$ cat src/rtl/char_ram_pkg.sv
// ============================================================================
// char_ram_pkg : shared constants and types for the character RAM write path
// Revision     : 1.0
// ============================================================================
`default_nettype none

package char_ram_pkg;

  localparam int CHAR_ADDR_W = 13;
  localparam int CHAR_DATA_W = 7;
  localparam int CHAR_COLS   = 80;
  localparam int CHAR_ROWS   = 60;
  localparam int CHAR_COUNT  = CHAR_COLS * CHAR_ROWS;
  localparam logic [CHAR_DATA_W-1:0] BLANK_CHAR = 7'h20;

  typedef enum logic [0:0] {
    IDLE  = 1'b0,
    CLEAR = 1'b1
  } arb_state_t;

endpackage

`default_nettype wire

$ cat src/rtl/char_ram_write_arbiter_picker.sv
// ============================================================================
// rr_priority_picker : combinational round-robin pick of the first valid
//                      requester at or after ptr (modulo NREQ)
// Revision           : 1.0
// ============================================================================
`default_nettype none

module rr_priority_picker #(
  parameter int NREQ = 3
) (
  input  logic [NREQ-1:0] valid,
  input  logic [2:0]      ptr,
  output logic [NREQ-1:0] grant,
  output logic [2:0]      idx,
  output logic            any
);

  logic [7:0] valid_ext;

  assign valid_ext = 8'(valid);

  // Scan from the farthest offset back to ptr so the closest valid wins.
  always_comb begin
    logic [3:0] sum;
    sum = '0;
    idx = '0;
    any = 1'b0;
    for (int k = NREQ - 1; k >= 0; k--) begin
      sum = {1'b0, ptr} + 4'(k);
      if (sum >= 4'(NREQ)) sum = sum - 4'(NREQ);
      if (valid_ext[sum[2:0]]) begin
        any = 1'b1;
        idx = sum[2:0];
      end
    end
  end

  assign grant = any ? (NREQ'(1) << idx) : '0;

endmodule

`default_nettype wire

$ cat src/rtl/char_ram_write_arbiter.sv
// ============================================================================
// char_ram_write_arbiter : round-robin arbiter for character RAM port A with
//                          a built-in clear sweep. Build option:
//                          CLEAR_ON_RESET_EN (blank the screen after reset).
// Revision               : 1.0
// ============================================================================
`default_nettype none

module char_ram_write_arbiter
  import char_ram_pkg::*;
#(
  parameter int NREQ       = 3,
  parameter int ADDR_W     = char_ram_pkg::CHAR_ADDR_W,
  parameter int DATA_W     = char_ram_pkg::CHAR_DATA_W,
  parameter int CHAR_COUNT = char_ram_pkg::CHAR_COUNT,
  parameter logic [DATA_W-1:0] BLANK_CHAR = DATA_W'(char_ram_pkg::BLANK_CHAR)
) (
  input  logic                   clk,
  input  logic                   rst_n,
  input  logic [NREQ-1:0]        req_valid,
  input  logic [NREQ*ADDR_W-1:0] req_addr,
  input  logic [NREQ*DATA_W-1:0] req_data,
  output logic [NREQ-1:0]        req_ready,
  input  logic                   clear_start,
  output logic                   clear_busy,
  output logic                   ram_wr_en,
  output logic [ADDR_W-1:0]      ram_addr,
  output logic [DATA_W-1:0]      ram_data,
  output logic [2:0]             grant_id,
  output logic                   drop_pulse
);

`ifdef CLEAR_ON_RESET_EN
  localparam arb_state_t RESET_STATE = CLEAR;
  localparam logic       RESET_BUSY  = 1'b1;
`else
  localparam arb_state_t RESET_STATE = IDLE;
  localparam logic       RESET_BUSY  = 1'b0;
`endif

  localparam logic [ADDR_W-1:0] LAST_CELL = ADDR_W'(CHAR_COUNT - 1);

  arb_state_t        state;
  logic [2:0]        rr_ptr;
  logic [ADDR_W-1:0] cell_cnt;

  logic [NREQ-1:0]   pick_grant;
  logic [2:0]        pick_idx;
  logic              pick_any;
  logic              transfer;
  logic [ADDR_W-1:0] sel_addr;
  logic [DATA_W-1:0] sel_data;
  logic              sel_in_range;
  logic [2:0]        next_ptr;
  logic [ADDR_W-1:0] sweep_addr;

  rr_priority_picker #(
    .NREQ (NREQ)
  ) u_picker (
    .valid (req_valid),
    .ptr   (rr_ptr),
    .grant (pick_grant),
    .idx   (pick_idx),
    .any   (pick_any)
  );

  // A clear request pre-empts arbitration in the same cycle.
  assign transfer  = (state == IDLE) && !clear_start && pick_any;
  assign req_ready = transfer ? pick_grant : '0;

  always_comb begin
    sel_addr = '0;
    sel_data = '0;
    for (int i = 0; i < NREQ; i++) begin
      if (pick_grant[i]) begin
        sel_addr = req_addr[i*ADDR_W +: ADDR_W];
        sel_data = req_data[i*DATA_W +: DATA_W];
      end
    end
  end

  assign sel_in_range = (sel_addr < ADDR_W'(CHAR_COUNT));
  assign next_ptr     = (pick_idx == 3'(NREQ - 1)) ? 3'd0 : pick_idx + 3'd1;
  assign sweep_addr   = clear_start ? '0 : cell_cnt;

  always_ff @(posedge clk or negedge rst_n) begin
    if (!rst_n) begin
      state      <= RESET_STATE;
      rr_ptr     <= '0;
      cell_cnt   <= '0;
      ram_wr_en  <= 1'b0;
      ram_addr   <= '0;
      ram_data   <= '0;
      grant_id   <= '0;
      drop_pulse <= 1'b0;
      clear_busy <= RESET_BUSY;
    end else begin
      ram_wr_en  <= 1'b0;
      drop_pulse <= 1'b0;
      case (state)
        IDLE: begin
          if (clear_start) begin
            state      <= CLEAR;
            cell_cnt   <= '0;
            clear_busy <= 1'b1;
          end else if (transfer) begin
            rr_ptr   <= next_ptr;
            grant_id <= pick_idx;
            if (sel_in_range) begin
              ram_wr_en <= 1'b1;
              ram_addr  <= sel_addr;
              ram_data  <= sel_data;
            end else begin
              drop_pulse <= 1'b1;
            end
          end
        end
        CLEAR: begin
          ram_wr_en <= 1'b1;
          ram_addr  <= sweep_addr;
          ram_data  <= BLANK_CHAR;
          cell_cnt  <= sweep_addr + 1'b1;
          if (sweep_addr == LAST_CELL) begin
            state      <= IDLE;
            clear_busy <= 1'b0;
          end
        end
      endcase
    end
  end

endmodule

`default_nettype wire

$ cat config.mk
export PLATFORM = sky130hd
export DESIGN_NAME = char_ram_write_arbiter
export DESIGN_NICKNAME = d
export VERILOG_FILES = /design/src/rtl/char_ram_pkg.sv /design/src/rtl/char_ram_write_arbiter_picker.sv /design/src/rtl/char_ram_write_arbiter.sv
export SDC_FILE = /design/constraint.sdc
export NUM_CORES = 1
export LEC_CHECK = 0
export ABC_AREA = 1
export BUFFER_PORTS_ARGS = -buffer_cell sky130_fd_sc_hd__buf_2
export CORE_MARGIN = 1.5
export CORE_UTILIZATION = 45
export DETAILED_ROUTE_END_ITERATION = 6
export PLACE_DENSITY = 0.74
export SYNTH_ARGS = -nofsm -noshare
export SYNTH_HDL_FRONTEND = slang
export SYNTH_SLANG_ARGS = --single-unit
$ cat constraint.sdc
create_clock -name clk -period 3.5 [get_ports clk]
set_clock_uncertainty 0.2 [all_clocks]
set_input_delay 0.7 -clock clk [delete_from_list [all_inputs] [get_ports clk]]
set_output_delay 0.7 -clock clk [all_outputs]
set_load 0.01 [all_outputs]
* Word-level counts from Yosys, hierarchy flattened
Cells that the tools add are included.
Operators by class: $lt $le $gt $ge 7, equality and inequality tests 7, add/sub/neg operators 7, bitwise gates (word level) 2, reduce and logical (&&, ||, !) cells 6, multiplexer cells 48, shift-type cells 1
Operators by type and width (count):
- 13-bit 2-to-1 mux | 7
- 13-bit case mux with 2 select lines | 2
- 7-bit 2-to-1 mux | 6
- 3-bit 2-to-1 mux | 9
- 1-bit 2-to-1 mux | 17
- 7-bit case mux with 2 select lines | 1
- 13-bit by 1-bit adder with 13-bit output (second input constant) | 1
- 13-bit == test (second input constant) | 1
- 13-bit < comparator (second input constant) | 1
- 3-bit by 4-bit < comparator with 1-bit output (second input constant) | 3
- 1-bit binary-select mux with 3-bit select | 3
- 3-bit by 2-bit subtractor with 3-bit output (second input constant) | 3
- 4-bit by 2-bit >= comparator with 1-bit output (second input constant) | 2
- 2-bit inequality test (second input constant) | 4
- 1-bit case mux with 2 select lines | 3
- 3-bit AND reduction | 2
- 3-bit by 1-bit adder with 4-bit output (second input constant) | 1
- 3-bit by 2-bit adder with 4-bit output (second input constant) | 1
- 3-bit by 1-bit adder with 3-bit output (second input constant) | 1
- 3-bit by 2-bit == test with 1-bit output (second input constant) | 1
- 3-bit by 2-bit >= comparator with 1-bit output (second input constant) | 1
- 1-bit by 3-bit << shifter with 3-bit output (first input constant) | 1
- 1-bit logical AND | 2
- 2-bit by 1-bit inequality test with 1-bit output (second input constant) | 1
- 3 further kinds | 4
Word-level totals: word-level logic and storage cells 87, output and inout bits 29, register bits 43

* Logic depth before layout (Yosys ltp)
depth after elaboration 18, mapped depth 25

* Modules after synthesis
From an unflattened synthesis, not the netlist that was laid out.
Second synthesis, totals: cell total of the unflattened synthesis 436, area, all modules 3020.4 sq um
By module, submodules not included:
- char_ram_write_arbiter | area an instance 2488.6 sq um, instances 1, cells an instance 340, seq. area each 1076.0 sq um
- rr_priority_picker | area an instance 531.8 sq um, instances 1, cells an instance 96, seq. area each 0.0 sq um

* Worst setup path before layout
OpenSTA, ideal clock, no wires.
path kind register -> output, start point register rr_ptr[0], end point output port req_ready[0], path buffers 0, required time 2.600 ns, setup slack 0.348 ns, data arrival time 2.252 ns, cell stages (with the launch flop) 15, path through dfrtp_1 > ha_1 > ha_1 > inv_1 > nor2_1 > nand2_1 > nand2_1 > nand2_1 > nand2_1 > nand3_1 > nand2_1 > nor2_2 > nor3_2 > inv_1 > nor2_1
Between the ends: word-level cells in the longest chain between the ends 11, elaborated cells on any way between the ends 27, classes of those cells add/sub (5); order compare (3); shift (1); mux (17); reduce/logical (1)
RTL lines:
- from (decl) | RTL line char_ram_write_arbiter.sv:44 | logic [2:0] rr_ptr;
- from (signal assigned) | RTL line char_ram_write_arbiter.sv:107 | rr_ptr <= next_ptr;
- 3-bit by 2-bit adder with 4-bit output | RTL line char_ram_write_arbiter_picker.sv:29 | sum = {1'b0, ptr} + 4'(k);
- 4-bit by 2-bit >= comparator with 1-bit output / 3-bit by 2-bit subtractor with 3-bit output (equally long branches) | RTL line char_ram_write_arbiter_picker.sv:30 | if (sum >= 4'(NREQ)) sum = sum - 4'(NREQ);
- 3-bit 2-to-1 mux | RTL line char_ram_write_arbiter_picker.sv:30
- 1-bit binary-select mux with 3-bit select | RTL line char_ram_write_arbiter_picker.sv:31 | if (valid_ext[sum[2:0]]) begin
- 1-bit 2-to-1 mux (implied by the code) | RTL line char_ram_write_arbiter_picker.sv:31
- 3-bit 2-to-1 mux (3 in a row) | RTL line char_ram_write_arbiter_picker.sv:31
- 1-bit by 3-bit << shifter with 3-bit output | RTL line char_ram_write_arbiter_picker.sv:38 | assign grant = any ? (NREQ'(1) << idx) : '0;
- 3-bit 2-to-1 mux | RTL line char_ram_write_arbiter_picker.sv:38
- 3-bit 2-to-1 mux * | RTL line char_ram_write_arbiter.sv:69 | assign req_ready = transfer ? pick_grant : '0;
- to (decl) | RTL line char_ram_write_arbiter.sv:23 | output logic [NREQ-1:0] req_ready,
Every way passes the cells marked *; elsewhere a longest branch is shown, timed or not. The select of a mux whose other input is x is not followed.

* Worst setup path after layout
Same ends and word-level chain as after synthesis.

==> run summary <==
During I/O placement, the number of pins put on the boundary was 95. The number of pins with negative max-slew slack in the final report is 0. The chip width came out at 82.4 um.

The portion of the post-synthesis area used by sequential elements is 0.379. The maximum level of the CTS H-tree came out at 2. The floorplan die height is 82.4 um.

The number of max-cap violations came out at 0. The most common cell in the synthesized netlist is sky130_fd_sc_hd__nand2_1. The finished cells cover 3630 um2. The aggregate global-route resource usage came out at 0.238. The clock buffer count from CTS came out at 5. The area of the die is 6790 um2.

Measured against its own limit, the worst slew margin works out to 0.337. The DRC violations left is 0. The number of global-route vias before repair is around 2600. The total of flip-flops plus latches after synthesis came out at 43. The row count came out at 28.

TritonCTS built the clock tree. The number of detailed-route iterations in the first pass came out at 5. The highest attainable clock frequency is 0.293 GHz.

The endpoint class of the critical path is a primary output. The number of vias after detailed routing came out at just over 3000. The wire length of the first global-routing pass is 12200 um. The placed instance area came out at 3370 um2. The final hold slack came out at 281 ps. The cell count after synthesis came out at a little under 400. Among all flip-flop cells after synthesis, the most frequent one is sky130_fd_sc_hd__dfrtp_1. The area added between synthesis and finish came out at 27.9%. The average wire length per cell after detail routing is roughly 14 um. The number of nets still failing antenna checks after routing is 0. The number of enable flip-flop cells after synthesis is 0. The number of buffers inserted for hold repair after clock tree synthesis is 0. Power spread over the standard cell area amounts to 369 nW/um2.

The total area inside the core boundary comes to 5990 um2. Summed over all layers, the routed wires come to 8100 um. In the synthesized netlist, the cells that appear most often are sky130_fd_sc_hd__nand2_1, sky130_fd_sc_hd__nand3_1, sky130_fd_sc_hd__dfrtp_1. The detailed router finished its first iteration with about 250 violations. The hold violation count in the final report came out at 0.

The share of synthesized area in the top cell type comes to 0.379. In this design, the critical path's most frequently occurring cell is sky130_fd_sc_hd__nand2_2. The number of library cell types mapped by synthesis is 36. The largest total area in the synthesized netlist belongs to sky130_fd_sc_hd__dfrtp_1. On the worst path, the slowest cell contributes a delay of between 400 and 500 ps. The netlist area before placement is 2840 um2.

The required time of the critical path came out at 2600 ps. The pin slew with the least headroom to its limit came out at 994 ps. The synthesis warning total is 0. The worst setup path is launched from a register. For this configuration, the core starts out at a cell density of 0.473. The number of diodes added for antenna fixing is 0. Clock latency on the worst-skew pair, taken at its later pin, is 300 ps. Routability-driven placement finished with a final weighted congestion of just under 0.9. The fill cell total of the finished layout came out at 565. In the final layout, the share of cells above drive strength 1 is 0.318. The setup violation total in the final timing report came out at 0. The type of the worst min-delay path is register to register. Traced cell by cell, the critical path runs through ha_2 -> ha_4 -> inv_1 -> nor2_2 -> nand2_1 -> nand2_2 -> nand2_1 -> nand2_2 -> nand3_2 -> nand2_2 -> nor2_4 -> nor3_2 -> inv_2 -> nor2_4 -> buf_6. The clock-pin transition on the worst setup and hold timing paths came out at ~90 ps. On the critical path, the stage with the largest delay is an instance of sky130_fd_sc_hd__dfrtp_2. The peak fanout along the critical path is 6. After synthesis, the share of flip-flops with an asynchronous set or reset is 1.00. The number of sinks driven by the clock tree is 43.

The fraction of the cycle the final worst path needs is 0.977. Sorting the synthesized cells by area gives the leading types as sky130_fd_sc_hd__dfrtp_1, sky130_fd_sc_hd__nand2_1, sky130_fd_sc_hd__nand3_1, sky130_fd_sc_hd__inv_1, sky130_fd_sc_hd__nor2_1. The total nets after synthesis is 469. The maximum vdd drop came out at between 0.2 and 0.3 mV. The sum of negative setup slack came out at 0 ps. The final critical-path required period is 3420 ps.

The number of port buffers is 94. After global routing the overflow that remains totals 0. The pin count of the biggest net entering global routing is 46. For the worst setup path, the data arrival time is 2520 ps. The buffer levels on the longest clock path is 2. The final layout contains between 500 and 600 nets. The average cell area after synthesis is 7.20 um2.

The run finished with clean final reports. Once layout is complete, the utilization of the core stands at 0.605. The critical path is of the register to primary output type. Using the TritonRoute via totals, the vias-per-cell ratio works out to 5.38. Detailed placement finished with a half-perimeter wire length of 6020 um. The initial antenna violation count came out at 0. The library cell used as clock root buffer is sky130_fd_sc_hd__clkbuf_8. The leakage dissipation is 1.95 nW.
[final timing paths]
check	start	to	slack (ps)	depth (start not counted)
min reg2reg	grant_id[0]	grant_id[0]	280	2
max	rr_ptr[0]	req_ready[0]	80	15
max reg2reg	rr_ptr[0]	ram_addr[2]	220	21
min	grant_id[0]	grant_id[0]	280	2
min in group asynchronous	rst_n	grant_id[2]	350	1
max in group asynchronous	rst_n	rr_ptr[0]	2090	1
[cells by family (layout without fill, tap and decap cells)]
kind of cell,Yosys count,count (layout),share of synthesized area
adder cells (fa/ha/maj),9,9,0.0397
AO/OA/AOI/OAI,45,45,0.0970
buffers and inverters,54,154,0.0803
flip-flops,43,43,0.379
AND/OR/NAND/NOR,230,230,0.363
XOR/XNOR,13,13,0.0401
[cell usage in the layout (no fill, tap or decap), types with 6 or more instances in the layout]
cell / synthesis / routed
sky130_fd_sc_hd__a21oi_1: 12 / 11
sky130_fd_sc_hd__nand2_2: 5 / 10
sky130_fd_sc_hd__o21ai_0: 12 / 12
sky130_fd_sc_hd__nand3_1: 45 / 44
sky130_fd_sc_hd__buf_4: 2 / 12
sky130_fd_sc_hd__nand2_1: 120 / 114
sky130_fd_sc_hd__nor2_1: 32 / 28
sky130_fd_sc_hd__nor3_1: 7 / 7
sky130_fd_sc_hd__nand3_2: 5 / 6
sky130_fd_sc_hd__dfrtp_1: 43 / 41
sky130_fd_sc_hd__ha_1: 9 / 6
sky130_fd_sc_hd__a22oi_1: 11 / 11
sky130_fd_sc_hd__inv_2: 5 / 7
sky130_fd_sc_hd__inv_1: 34 / 31
sky130_fd_sc_hd__buf_2: 0 / 92
sky130_fd_sc_hd__xor2_1: 9 / 9
[timing repair]
| item | CTS | global route |
|---|---|---|
| setup endpoints to repair | 4 | 24 |
| setup buffers | 2 | 4 |
| pin swaps | 0 | 6 |
| resized for setup | 4 | 23 |
[sequential cells by signal, summed over array words and instances (netlist names)]
register	cells
cell_cnt	13
clear_busy	1
drop_pulse	1
grant_id	3
ram_addr	13
ram_data	7
ram_wr_en	1
rr_ptr	3
state	1
[layer usage]
layer | vias up | track usage | routed length [um]
met5 | - | 0 | 0
li1 | 1478 | - | -
met2 | 154 | 0.376 | 3850
met4 | 0 | 0.0610 | 146
met3 | 19 | 0.0418 | 628
met1 | 1410 | 0.337 | 3470
[final cells by class]
cell class | count | area (um2) | area share
Clock buffer | 5 | 68.8 | 0.0190
Timing Repair Buffer | 106 | 573 | 0.158
Clock inverter | 3 | 43.8 | 0.0121
Tap cell | 75 | 93.8 | 0.0259
Inverter | 40 | 155 | 0.0428
Multi-Input combinational cell | 297 | 1610 | 0.445
Sequential cell | 43 | 1080 | 0.297
[metrics by stage]
stage	setup slack [ps]	power [mW]	instances
final	81.6	1.34	569
after global routing	-35.6	1.41	569
after floorplan	348	0.794	394
after detailed placement	-17.6	0.916	555
after global placement	163	0.907	555
after CTS	16.1	1.31	565
[worst max-delay path, delay by kind of cell, from the launching register on]
kind	cells	cell delay [ps]
fa+ha+maj	2	470
buf+inv	3	300
flops	1	410
simple gates	10	1040
[power by group]
group          internal, mW  total (mW)  switching [mW]
Combinational         0.154       0.433           0.279
Clock                 0.213       0.394           0.182
Sequential            0.506       0.510         0.00429
Total                 0.873        1.34           0.465
No activity file was read; power rests on OpenSTA's default activity.
